### config.mk
export PLATFORM = sky130hd
export DESIGN_NAME = led_blinker
export DESIGN_NICKNAME = d
export VERILOG_FILES = /design/src/rtl/led_pkg.sv /design/src/rtl/led_prescaler.sv /design/src/rtl/led_blinker.sv
export SDC_FILE = /design/constraint.sdc
export NUM_CORES = 1
export LEC_CHECK = 0
export BUFFER_PORTS_ARGS = -buffer_cell sky130_fd_sc_hd__buf_2
export CAP_MARGIN = 10
export CORE_ASPECT_RATIO = 0.8
export CORE_MARGIN = 2
export CORE_UTILIZATION = 45
export DETAILED_ROUTE_END_ITERATION = 10
export PLACE_DENSITY = 0.71
export SLEW_MARGIN = 10
export SYNTH_ARGS = -nofsm -noshare
export SYNTH_HDL_FRONTEND = slang
export SYNTH_SLANG_ARGS = --single-unit
export TNS_END_PERCENT = 50
### constraint.sdc
create_clock -name int_osc -period 3.25 [get_ports int_osc]
set_input_delay 0.65 -clock int_osc [delete_from_list [all_inputs] [get_ports int_osc]]
set_output_delay 0.65 -clock int_osc [all_outputs]
set_load 0.01 [all_outputs]
### src/rtl/led_pkg.sv
// led_pkg: shared types and widths for the led_blinker slice.
// Holds the per-channel mode encoding, the phase/PWM counter widths and the
// helper that turns a mode plus the shared phase into a "lit" level.
package led_pkg;

  typedef enum logic [1:0] {
    LED_OFF        = 2'b00,
    LED_ON         = 2'b01,
    LED_BLINK_FAST = 2'b10,
    LED_BLINK_SLOW = 2'b11
  } led_mode_t;

  localparam int LED_PHASE_W = 2;
  localparam int LED_PWM_W   = 4;

  // Fast blink follows phase bit 0 (period 2 ticks), slow blink follows
  // phase bit 1 (period 4 ticks), so every channel stays phase-aligned.
  function automatic logic led_lit(input led_mode_t m,
                                   input logic [LED_PHASE_W-1:0] ph);
    logic lit;
    lit = 1'b0;
    case (m)
      LED_OFF:        lit = 1'b0;
      LED_ON:         lit = 1'b1;
      LED_BLINK_FAST: lit = ph[0];
      LED_BLINK_SLOW: lit = ph[1];
      default:        lit = 1'b0;
    endcase
    return lit;
  endfunction

endpackage

### src/rtl/led_prescaler.sv
// led_prescaler: divides int_osc down to a one-cycle tick every TOGGLE_DIV
// enabled cycles. Dropping en freezes the count, so a tick that lands on a
// disabled cycle is held back and fires on the first enabled cycle instead.
module led_prescaler
  import led_pkg::*;
#(
  parameter int TOGGLE_DIV = 10_000_000
) (
  input  logic int_osc,
  input  logic reset,
  input  logic en,
  output logic tick
);

  localparam int               CNT_W   = (TOGGLE_DIV > 1) ? $clog2(TOGGLE_DIV) : 1;
  localparam logic [CNT_W-1:0] CNT_MAX = CNT_W'(TOGGLE_DIV - 1);

  logic [CNT_W-1:0] cnt;

  assign tick = en && (cnt == CNT_MAX);

  // Count 0..TOGGLE_DIV-1 while enabled, wrap on the tick cycle, hold otherwise.
  always_ff @(posedge int_osc or negedge reset) begin
    if (!reset) begin
      cnt <= '0;
    end else if (en) begin
      if (tick) begin
        cnt <= '0;
      end else begin
        cnt <= cnt + CNT_W'(1);
      end
    end
  end

endmodule

### src/rtl/led_blinker.sv
// led_blinker: multi-channel LED driver. Switch modes are synchronised, a
// shared phase counter advances on each prescaler tick, and each channel's
// LED is registered from its decoded mode and the current phase.
// Optional feature macro: LED_BLINKER_DIM_EN adds a duty input and a
// free-running 4-bit PWM that gates every lit level for dimming.
module led_blinker
  import led_pkg::*;
#(
  parameter int NUM_CH     = 3,
  parameter int TOGGLE_DIV = 10_000_000
) (
  input  logic                  int_osc,
  input  logic                  reset,
  input  logic                  en,
  input  logic [2*NUM_CH-1:0]   mode,
`ifdef LED_BLINKER_DIM_EN
  input  logic [LED_PWM_W-1:0]  duty,
`endif
  output logic                  tick,
  output logic [NUM_CH-1:0]     led
);

  logic [2*NUM_CH-1:0]    mode_meta;
  logic [2*NUM_CH-1:0]    mode_sync;
  logic [LED_PHASE_W-1:0] phase;
  logic [NUM_CH-1:0]      lit;
  logic                   gate;

  led_prescaler #(
    .TOGGLE_DIV (TOGGLE_DIV)
  ) u_prescaler (
    .int_osc (int_osc),
    .reset   (reset),
    .en      (en),
    .tick    (tick)
  );

  // Two-flop synchroniser on every mode bit; the switches are asynchronous.
  always_ff @(posedge int_osc or negedge reset) begin
    if (!reset) begin
      mode_meta <= '0;
      mode_sync <= '0;
    end else begin
      mode_meta <= mode;
      mode_sync <= mode_meta;
    end
  end

  // Shared blink phase, advanced once per tick and wrapping 3 -> 0.
  always_ff @(posedge int_osc or negedge reset) begin
    if (!reset) begin
      phase <= '0;
    end else if (tick) begin
      phase <= phase + LED_PHASE_W'(1);
    end
  end

  // Per-channel decode of the synchronised mode against the current phase.
  for (genvar i = 0; i < NUM_CH; i++) begin : g_ch
    assign lit[i] = led_lit(led_mode_t'(mode_sync[2*i +: 2]), phase);
  end

`ifdef LED_BLINKER_DIM_EN
  logic [LED_PWM_W-1:0] pwm;

  // Free-running PWM counter; runs regardless of en so dimming never stalls.
  always_ff @(posedge int_osc or negedge reset) begin
    if (!reset) begin
      pwm <= '0;
    end else begin
      pwm <= pwm + LED_PWM_W'(1);
    end
  end

  assign gate = (pwm < duty);
`else
  assign gate = 1'b1;
`endif

  // Output register: a lit level drives the pin only while the gate is open.
  always_ff @(posedge int_osc or negedge reset) begin
    if (!reset) begin
      led <= '0;
    end else begin
      led <= lit & {NUM_CH{gate}};
    end
  end

endmodule

==> impl_metrics.ini, run 1 <==
[outcome]
status = finished, final reports clean

[hold_path]
holdCritStartpoint = mode_meta[1]
min_to = mode_sync[1]
hp-class = reg -> reg
whs_path_depth = 0

[sta]
max_slew_margin = 0.409
finalHoldViolCount = 0
finalMaxSlewViolations = 0
fmax_mhz = 402
period_minus_slack_ps = 2490
holdWs_ps = 352
tightest_slew_ps = 886
setup_viol = 0
fin_crit_sh = 0.765
rsz0062_at_grt = no
setup_ws_ps = 763
tns_ps = 0
clock_skew_ps = 7.74

[cts]
clk-insertion-delay-late_ps = 290
cts.sinks = 41
cts_tree = done
path_clk_slew_ps = 80
htreeDepth = 2
cts-root-buf = clkbuf_8
post-cts-setup-buffers = 0
hold_buffers = 0
post_cts_resized = 0
clk_path_buf_depth = 2
cts_buffers = 5

[global_routing]
antenna_found_initial = 0
grt_pass1_vias = 1109
grt_pass1_wl_um = 5360
grt-ovfl-total = 0
grt_usage = 0.168
grt_start_max_net_pins = 42

[setup_path]
rr_startpoint = u_prescaler.cnt[0]
timing.rr.end = u_prescaler.cnt[20]
cp_cell_sequence = ha_1 -> nand2_1 -> or3_1 -> nor3_1 -> buf_2
cp-start-kind = flip-flop
rrSetupSlack_ps = 1140
worstPathArrival_ps = 1840
path_class = reg -> out
critPathBufInv = 1
required_ps = 2600
path_delay_family = simple AND/OR/NAND/NOR gates
reg2reg_depth = 6
end_kind = primary output
cp_max_fo = 5
max_stage_delay_ps = 420
slowest_stage = dfrtp_1

[placement]
gp_congestion = 0.862
placed_area_mm2 = 0.00183
dp_hpwl_um = 2230
port_buffers = 12
pre_cts_ws_ps = 861

[detailed_routing]
wl_per_cell_um = 15.3
vias = 1126
viasPerCell = 5.47
drc_errors = 0
drt_iter0_drc = 81
drt-total-wl_um = 3160
dr.pass1.iters = 5
ant_nets = 0

[finish]
final_common_cell = dfrtp_1
areaGrowthSynthToFinish_pct = 12.5
diodes = 0
nets = 172
layout_common_cells = dfrtp_1 (41), xnor2_1 (16), buf_2 (12)
fillCellCount = 324
drive_gt1_frac = 0.185
multi_input_area_um2 = 654
fin_area_mm2 = 0.00193
regArea_mm2 = 0.00103

[yosys]
synth_top_family_by_area = simple AND/OR/NAND/NOR gates
synthAdderAreaFrac = 0.00728
postSynthAreaPerCell_um2 = 11.9
ys_types = 30
yosysSeqAreaShare = 0.597
synthMuxAreaShare = 0
synth-seq-cells = 41
syn_nets = 154
syn_inst = 144
synth-simple-area-share = 0.213
yosys_warnings = 0
synth-xor-area-share = 0.102
synth_compound_area_frac = 0.0583
syn_area_mm2 = 0.00172

[power_and_ir_drop]
power_density_mw_per_mm2 = 557
p_leak_nw = 0.845
max-vdd-ir-drop_uv = 256
p_total_mw = 1.08

[floorplan]
ios = 13
die_w_um = 73.1
die_area_mm2 = 0.00433
start_util = 0.461
core_mm2 = 0.00373
rows = 20
die_y_um = 59.3

[job]
drv_cap = 0
[cell families (layout without fill, tap and decap cells)]
kind of cell	count (synthesis)	count (layout)
AND/OR/NAND/NOR	57	57
adder cells (fa/ha/maj)	1	1
buffers and inverters	9	27
AO/OA/AOI/OAI	16	16
XOR/XNOR	20	20
flip-flops	41	41
[how the worst max path moves through the flow]
stage | from | endpoint | slack (ps) | cells after the start
floorplan | en | tick | 1120 | 3
global placement | en | tick | 870 | 5
detailed placement | en | tick | 860 | 5
CTS | u_prescaler.cnt[0] | tick | 750 | 5
global route | u_prescaler.cnt[1] | tick | 650 | 5
finish | u_prescaler.cnt[0] | tick | 760 | 5
[Yosys cell counts]
| cell type | n | area share |
|---|---|---|
| dfrtp_1 | 41 | 0.60 |
| xnor2_1 | 16 | 0.082 |
| nand3_1 | 8 | 0.023 |
| nor2_1 | 8 | 0.017 |
| inv_1 | 7 | 0.015 |
| nand4_1 | 7 | 0.025 |
| nand2_1 | 5 | 0.011 |
| a21oi_1 | 4 | 0.012 |
| and3_1 | 4 | 0.015 |
| nor3_1 | 4 | 0.012 |
| nor4_1 | 4 | 0.015 |
| o21ai_0 | 4 | 0.012 |
| or3_1 | 4 | 0.015 |
| xor2_1 | 4 | 0.020 |
| a21oi_2 | 3 | 0.015 |
| a31oi_1 | 3 | 0.011 |
| and4_1 | 3 | 0.015 |
| nand2b_1 | 2 | 0.0073 |
| nor4b_1 | 2 | 0.010 |
| a31o_2 | 1 | 0.0051 |
| buf_4 | 1 | 0.0044 |
| clkbuf_1 | 1 | 0.0022 |
| ha_1 | 1 | 0.0073 |
| nand3_2 | 1 | 0.0058 |
| nand3_4 | 1 | 0.010 |
| nand4_2 | 1 | 0.0073 |
| nor3_2 | 1 | 0.0058 |
| nor4_4 | 1 | 0.012 |
| o22ai_1 | 1 | 0.0036 |
| or4_4 | 1 | 0.0066 |
[layout make-up]
type | count | share of cell area
clock inverters | 2 | 0.0181
well taps | 44 | 0.0285
repair buffers | 13 | 0.0350
inverters | 7 | 0.0136
clock buffers | 5 | 0.0356
multi-input cells | 94 | 0.339
flip-flops and latches | 41 | 0.531
[stage by stage]
| stage | util | cells |
|---|---|---|
| detailed placement | 0.491 | 199 |
| CTS | 0.518 | 206 |
| finish | 0.518 | 206 |
| global placement | 0.491 | 199 |
| global route | 0.518 | 206 |
| floorplan | - | 144 |
[layer usage]
metal | vias up | track usage | share of wire
met5 | - | 0 | 0
met4 | 0 | 0.0820 | 0.021
met3 | 7 | 0.0459 | 0.048
met2 | 33 | 0.237 | 0.44
met1 | 538 | 0.239 | 0.49
li1 | 548 | - | -
[registers in the layout, indices dropped and copies added, names as in the netlist]
name             count
mode_sync            6
u_prescaler.cnt     24
led                  3
mode_meta            6
phase                2
[power breakdown]
part	total (mW)	internal, mW	switching, mW
clock	0.387	0.223	0.164
sequential	0.600	0.551	0.0492
combinational	0.0896	0.0400	0.0496
total	1.08	0.814	0.263
Note: power is estimated with default switching activity, not from simulation.
==> inputs of run 2 (changes only) <==
==> constraint.sdc (replaced) <==
create_clock -name int_osc -period 2.3 [get_ports int_osc]
set_input_delay 0.46 -clock int_osc [delete_from_list [all_inputs] [get_ports int_osc]]
set_output_delay 0.46 -clock int_osc [all_outputs]
set_load 0.01 [all_outputs]
==> run 2 against run 1 <==
Global-route usage increased by 0.28 points. First-iteration DRC count increased by 16%. Clock power increased by 53%. Combinational power increased by 54%. Routed wire length decreased by 5.3%. Critical path depth decreased by 1. Die area unchanged. Sequential cell count unchanged. Worst setup slack got worse by 650 ps. Non-clock buffer count increased by 2. Sequential share of layout area decreased by 0.78 points. Hold slack got worse by 82 ps.
==> impl_metrics.ini, run 2 (same netlist as run 1, synthesis figures left out) <==
[finish]
top_regs = u_prescaler.cnt x24, mode_meta x6, mode_sync x6
fin_area_mm2 = 0.00197
largest-register = u_prescaler.cnt
fillCellCount = 316
largest_reg_flops = 24
layout_common_cells = dfrtp_1 (39), xnor2_1 (16), buf_2 (12)
diodes = 0
drive_gt1_frac = 0.212
areaGrowthSynthToFinish_pct = 14.5
final_common_cell = dfrtp_1
nets = 174

[detailed_routing]
viasPerCell = 5.48
wl_per_cell_um = 14.3
ant_nets = 0
drt-total-wl_um = 2990
dr.pass1.iters = 4
drc_errors = 0
vias = 1145
drt_iter0_drc = 94

[power_and_ir_drop]
power_density_mw_per_mm2 = 804
max-vdd-ir-drop_uv = 430
p_leak_nw = 0.856

[setup_path]
slowest_stage = or3_1
cp_cell_sequence = nand3_4 -> or3_1 -> nor3_1 -> buf_2
cp-start-kind = flip-flop
reg2reg_depth = 4
rr_startpoint = u_prescaler.cnt[2]
cp_max_fo = 9
max_stage_delay_ps = 480
worstPathArrival_ps = 1720
rrSetupSlack_ps = 500
end_kind = primary output
path_class = reg -> out
timing.rr.end = u_prescaler.cnt[23]
required_ps = 1840
crit_start = u_prescaler.cnt[2]

[sta]
tightest_slew_ps = 867
setup_viol = 0
clock_skew_ps = 7.28
finalHoldViolCount = 0
max_slew_margin = 0.422
fmax_mhz = 458
rsz0062_at_grt = no
finalMaxSlewViolations = 0
tns_ps = 0
fin_crit_sh = 0.950
period_minus_slack_ps = 2180

[global_routing]
grt_pass1_vias = 1141
antenna_found_initial = 0
grt_start_max_net_pins = 42
grt-ovfl-total = 0
grt_usage = 0.171
grt_pass1_wl_um = 5380

[cts]
path_clk_slew_ps = 80
hold_buffers = 0
htreeDepth = 2
cts-root-buf = clkbuf_8
clk_path_buf_depth = 2
cts.sinks = 41
clk-insertion-delay-late_ps = 290
cts_buffers = 5
cts_tree = done

[hold_path]
holdCritStartpoint = mode[1]
hp-class = in -> reg
whs_path_depth = 1
min_to = mode_meta[1]

[floorplan]
die_w_um = 73.1
core_mm2 = 0.00373
ios = 13
die_area_mm2 = 0.00433
die_y_um = 59.3
start_util = 0.461
rows = 20

[job]
drv_cap = 0

[outcome]
status = finished, final reports clean

[placement]
gp_congestion = 0.862
dp_hpwl_um = 2170
placed_area_mm2 = 0.00184
port_buffers = 12
==> run 2: cell count changes in the layout (fill, tap and decap cells not counted), sizes merged <==
cell      before  now
clkinv         1    0
buf           13   15
clkbuf         5    6
clkinvlp       0    1
==> run 2: worst max path at each step <==
| stage | to | slack [ps] | cells after the start |
|---|---|---|---|
| after floorplan | tick | 440 | 4 |
| after global routing | tick | 8 | 4 |
| after global placement | tick | 420 | 5 |
| after detailed placement | u_prescaler.cnt[15] | 390 | 5 |
| after CTS | tick | 90 | 5 |
| final | tick | 120 | 4 |
==> run 2: timing repair <==
item / 4_1_cts / 5_1_grt
setup buffers: 0 / 0
gates resized for setup: 0 / 2
endpoints found under the setup margin: 0 / 1
==> run 2: final cells by class <==
type,count,area [um^2],area share
Sequential cell,41,1030,0.523
Tap cell,44,55.1,0.0280
Clock buffer,6,82.6,0.0420
Clock inverter,2,37.5,0.0191
Multi-Input combinational cell,94,654,0.333
Inverter,7,26.3,0.0134
Timing Repair Buffer,15,82.6,0.0420
==> run 2: per-layer routing <==
layer,track usage,routed length (um),up-vias
met2,0.255,1420,14
met1,0.233,1400,578
li1,-,-,549
met4,0.0873,59,0
met3,0.0408,109,4
met5,0,0,-
==> run 2: critical path: cells and delay by family (launching register included) <==
family / cells / cell delay, ps
buf+inv: 1 / 150
flops: 1 / 450
simple gates: 3 / 830
==> run 2: through the flow <==
stage,setup slack (ps),std cells,utilization,power (mW),hold slack (ps)
final,116,209,0.528,1.58,270
after CTS,91.5,209,0.527,1.60,264
after detailed placement,391,201,0.495,1.00,336
after floorplan,444,144,-,0.937,164
after global routing,7.86,209,0.528,1.66,253
after global placement,415,201,0.495,0.983,334
==> run 2: report_power, final <==
part	leakage, nW	total [mW]	switching (mW)	internal, mW
Sequential	0.506	0.852	0.0716	0.781
Clock	0.0574	0.592	0.240	0.353
Combinational	0.292	0.138	0.0772	0.0605
==> inputs of run 3 (changes only) <==
--- a/config.mk
+++ b/config.mk
@@ -8,11 +8,9 @@
 export BUFFER_PORTS_ARGS = -buffer_cell sky130_fd_sc_hd__buf_2
 export CAP_MARGIN = 10
 export CORE_ASPECT_RATIO = 0.8
-export CORE_MARGIN = 2
 export CORE_UTILIZATION = 45
 export DETAILED_ROUTE_END_ITERATION = 10
 export PLACE_DENSITY = 0.71
-export SLEW_MARGIN = 10
 export SYNTH_ARGS = -nofsm -noshare
 export SYNTH_HDL_FRONTEND = slang
 export SYNTH_SLANG_ARGS = --single-unit
==> run 3 against run 2 <==
Clock power decreased by 0.7%. Worst setup slack got worse by 1.0 ps. Sequential share of layout area decreased by 0.26 points. First-iteration DRC count decreased by 38%. Clock skew decreased by 3.3 ps.
==> impl_metrics.ini, run 3 (same netlist as run 1, synthesis figures left out) <==
[cts]
post-cts-setup-buffers = 0
cts-root-buf = clkbuf_8
cts.sinks = 41
cts_buffers = 5
cts_tree = done
clk-insertion-delay-late_ps = 280
clk_path_buf_depth = 2
path_clk_slew_ps = 80
htreeDepth = 2

[global_routing]
grt_usage = 0.167
grt-ovfl-total = 0
antenna_found_initial = 0
grt_pass1_wl_um = 5130
grt_pass1_vias = 1130
grt_start_max_net_pins = 42

[sta]
tightest_slew_ps = 868
max_slew_margin = 0.421
period_minus_slack_ps = 2190
fmax_mhz = 458
clock_skew_ps = 3.99
finalHoldViolCount = 0
tns_ps = 0
fin_crit_sh = 0.950
holdWs_ps = 277
rsz0062_at_grt = no
finalMaxSlewViolations = 0
setup_viol = 0

[finish]
diodes = 0
fillCellCount = 292
top_regs = u_prescaler.cnt x24, mode_meta x6, mode_sync x6
layout_common_cells = dfrtp_1 (40), xnor2_1 (16), buf_2 (12)
regArea_mm2 = 0.00103
drive_gt1_frac = 0.218
final_common_cell = dfrtp_1
fin_cells = 207
fin_area_mm2 = 0.00197
largest-register = u_prescaler.cnt
areaGrowthSynthToFinish_pct = 14.9
multi_input_area_um2 = 666
largest_reg_flops = 24
nets = 174

[detailed_routing]
drc_errors = 0
ant_nets = 0
vias = 1167
wl_per_cell_um = 14.5
drt_iter0_drc = 58
dr.pass1.iters = 4
drt-total-wl_um = 3010
viasPerCell = 5.64

[setup_path]
path_delay_family = simple AND/OR/NAND/NOR gates
critPathBufInv = 1
required_ps = 1840
worstPathArrival_ps = 1730
cp-start-kind = flip-flop
path_class = reg -> out
end_kind = primary output
cp_max_fo = 9
cp_cell_sequence = nand3_4 -> or3_4 -> nor3_1 -> buf_2
slowest_stage = or3_4
max_stage_delay_ps = 450

[floorplan]
core_mm2 = 0.00354
rows = 19
die_y_um = 57.3
ios = 13
start_util = 0.485
die_area_mm2 = 0.00407
die_w_um = 71.1

[job]
drv_cap = 0

[power_and_ir_drop]
p_total_mw = 1.57
p_leak_nw = 0.861
max-vdd-ir-drop_uv = 322
power_density_mw_per_mm2 = 794

[hold_path]
hp-class = in -> reg

[placement]
dp_hpwl_um = 2110
gp_congestion = 0.786
dpl.cell_count = 199
placed_area_mm2 = 0.00184
port_buffers = 12

[outcome]
status = finished, final reports clean
run 3: cell types whose count changed in the layout (fill, tap and decap cells not counted):
cell and change:
dfrtp_2 -1, or3_1 -1, nor4b_2 +1, nor4b_1 -1, dfrtp_1 +1, or3_4 +1
run 3: area by class of cell:
class / count / area share
multi-input combinational: 94 / 0.337
inverter: 7 / 0.0133
timing repair buffer: 15 / 0.0418
clock buffer: 6 / 0.0418
sequential: 41 / 0.520
clock inverter: 2 / 0.0190
tap: 42 / 0.0266
run 3: final timing paths:
check,startpoint,endpoint,slack [ps],depth (start not counted)
hold / removal,mode[0],mode_meta[0],280,1
max in group asynchronous,reset,u_prescaler.cnt[2],1430,1
hold reg to reg,mode_meta[5],mode_sync[5],350,0
min in group asynchronous,reset,u_prescaler.cnt[4],290,1
setup / recovery,u_prescaler.cnt[3],tick,110,4
setup reg to reg,u_prescaler.cnt[7],u_prescaler.cnt[19],450,4
run 3: metal layers:
layer	vias up	GRT usage	wire length, um
met3	2	0.0424	120
met4	0	0.0600	27
met1	593	0.216	1330
met5	-	0	0
li1	551	-	-
met2	21	0.277	1530
run 3: what timing repair did:
item | CTS | global route
endpoints found under the setup margin | 0 | 1
hold buffers | 0 | 0
resized for setup | 0 | 3
run 3: power breakdown:
part	internal, mW	switching, mW
sequential	0.780	0.0673
combinational	0.0598	0.0717
clock	0.353	0.235
run 3: stage by stage:
stage,setup WS [ps],util
6_report,115,0.557
5_1_grt,25.5,0.557
4_1_cts,24.3,0.554
3_5_place_dp,349,0.520
3_3_place_gp,381,0.520
2_1_floorplan,444,-
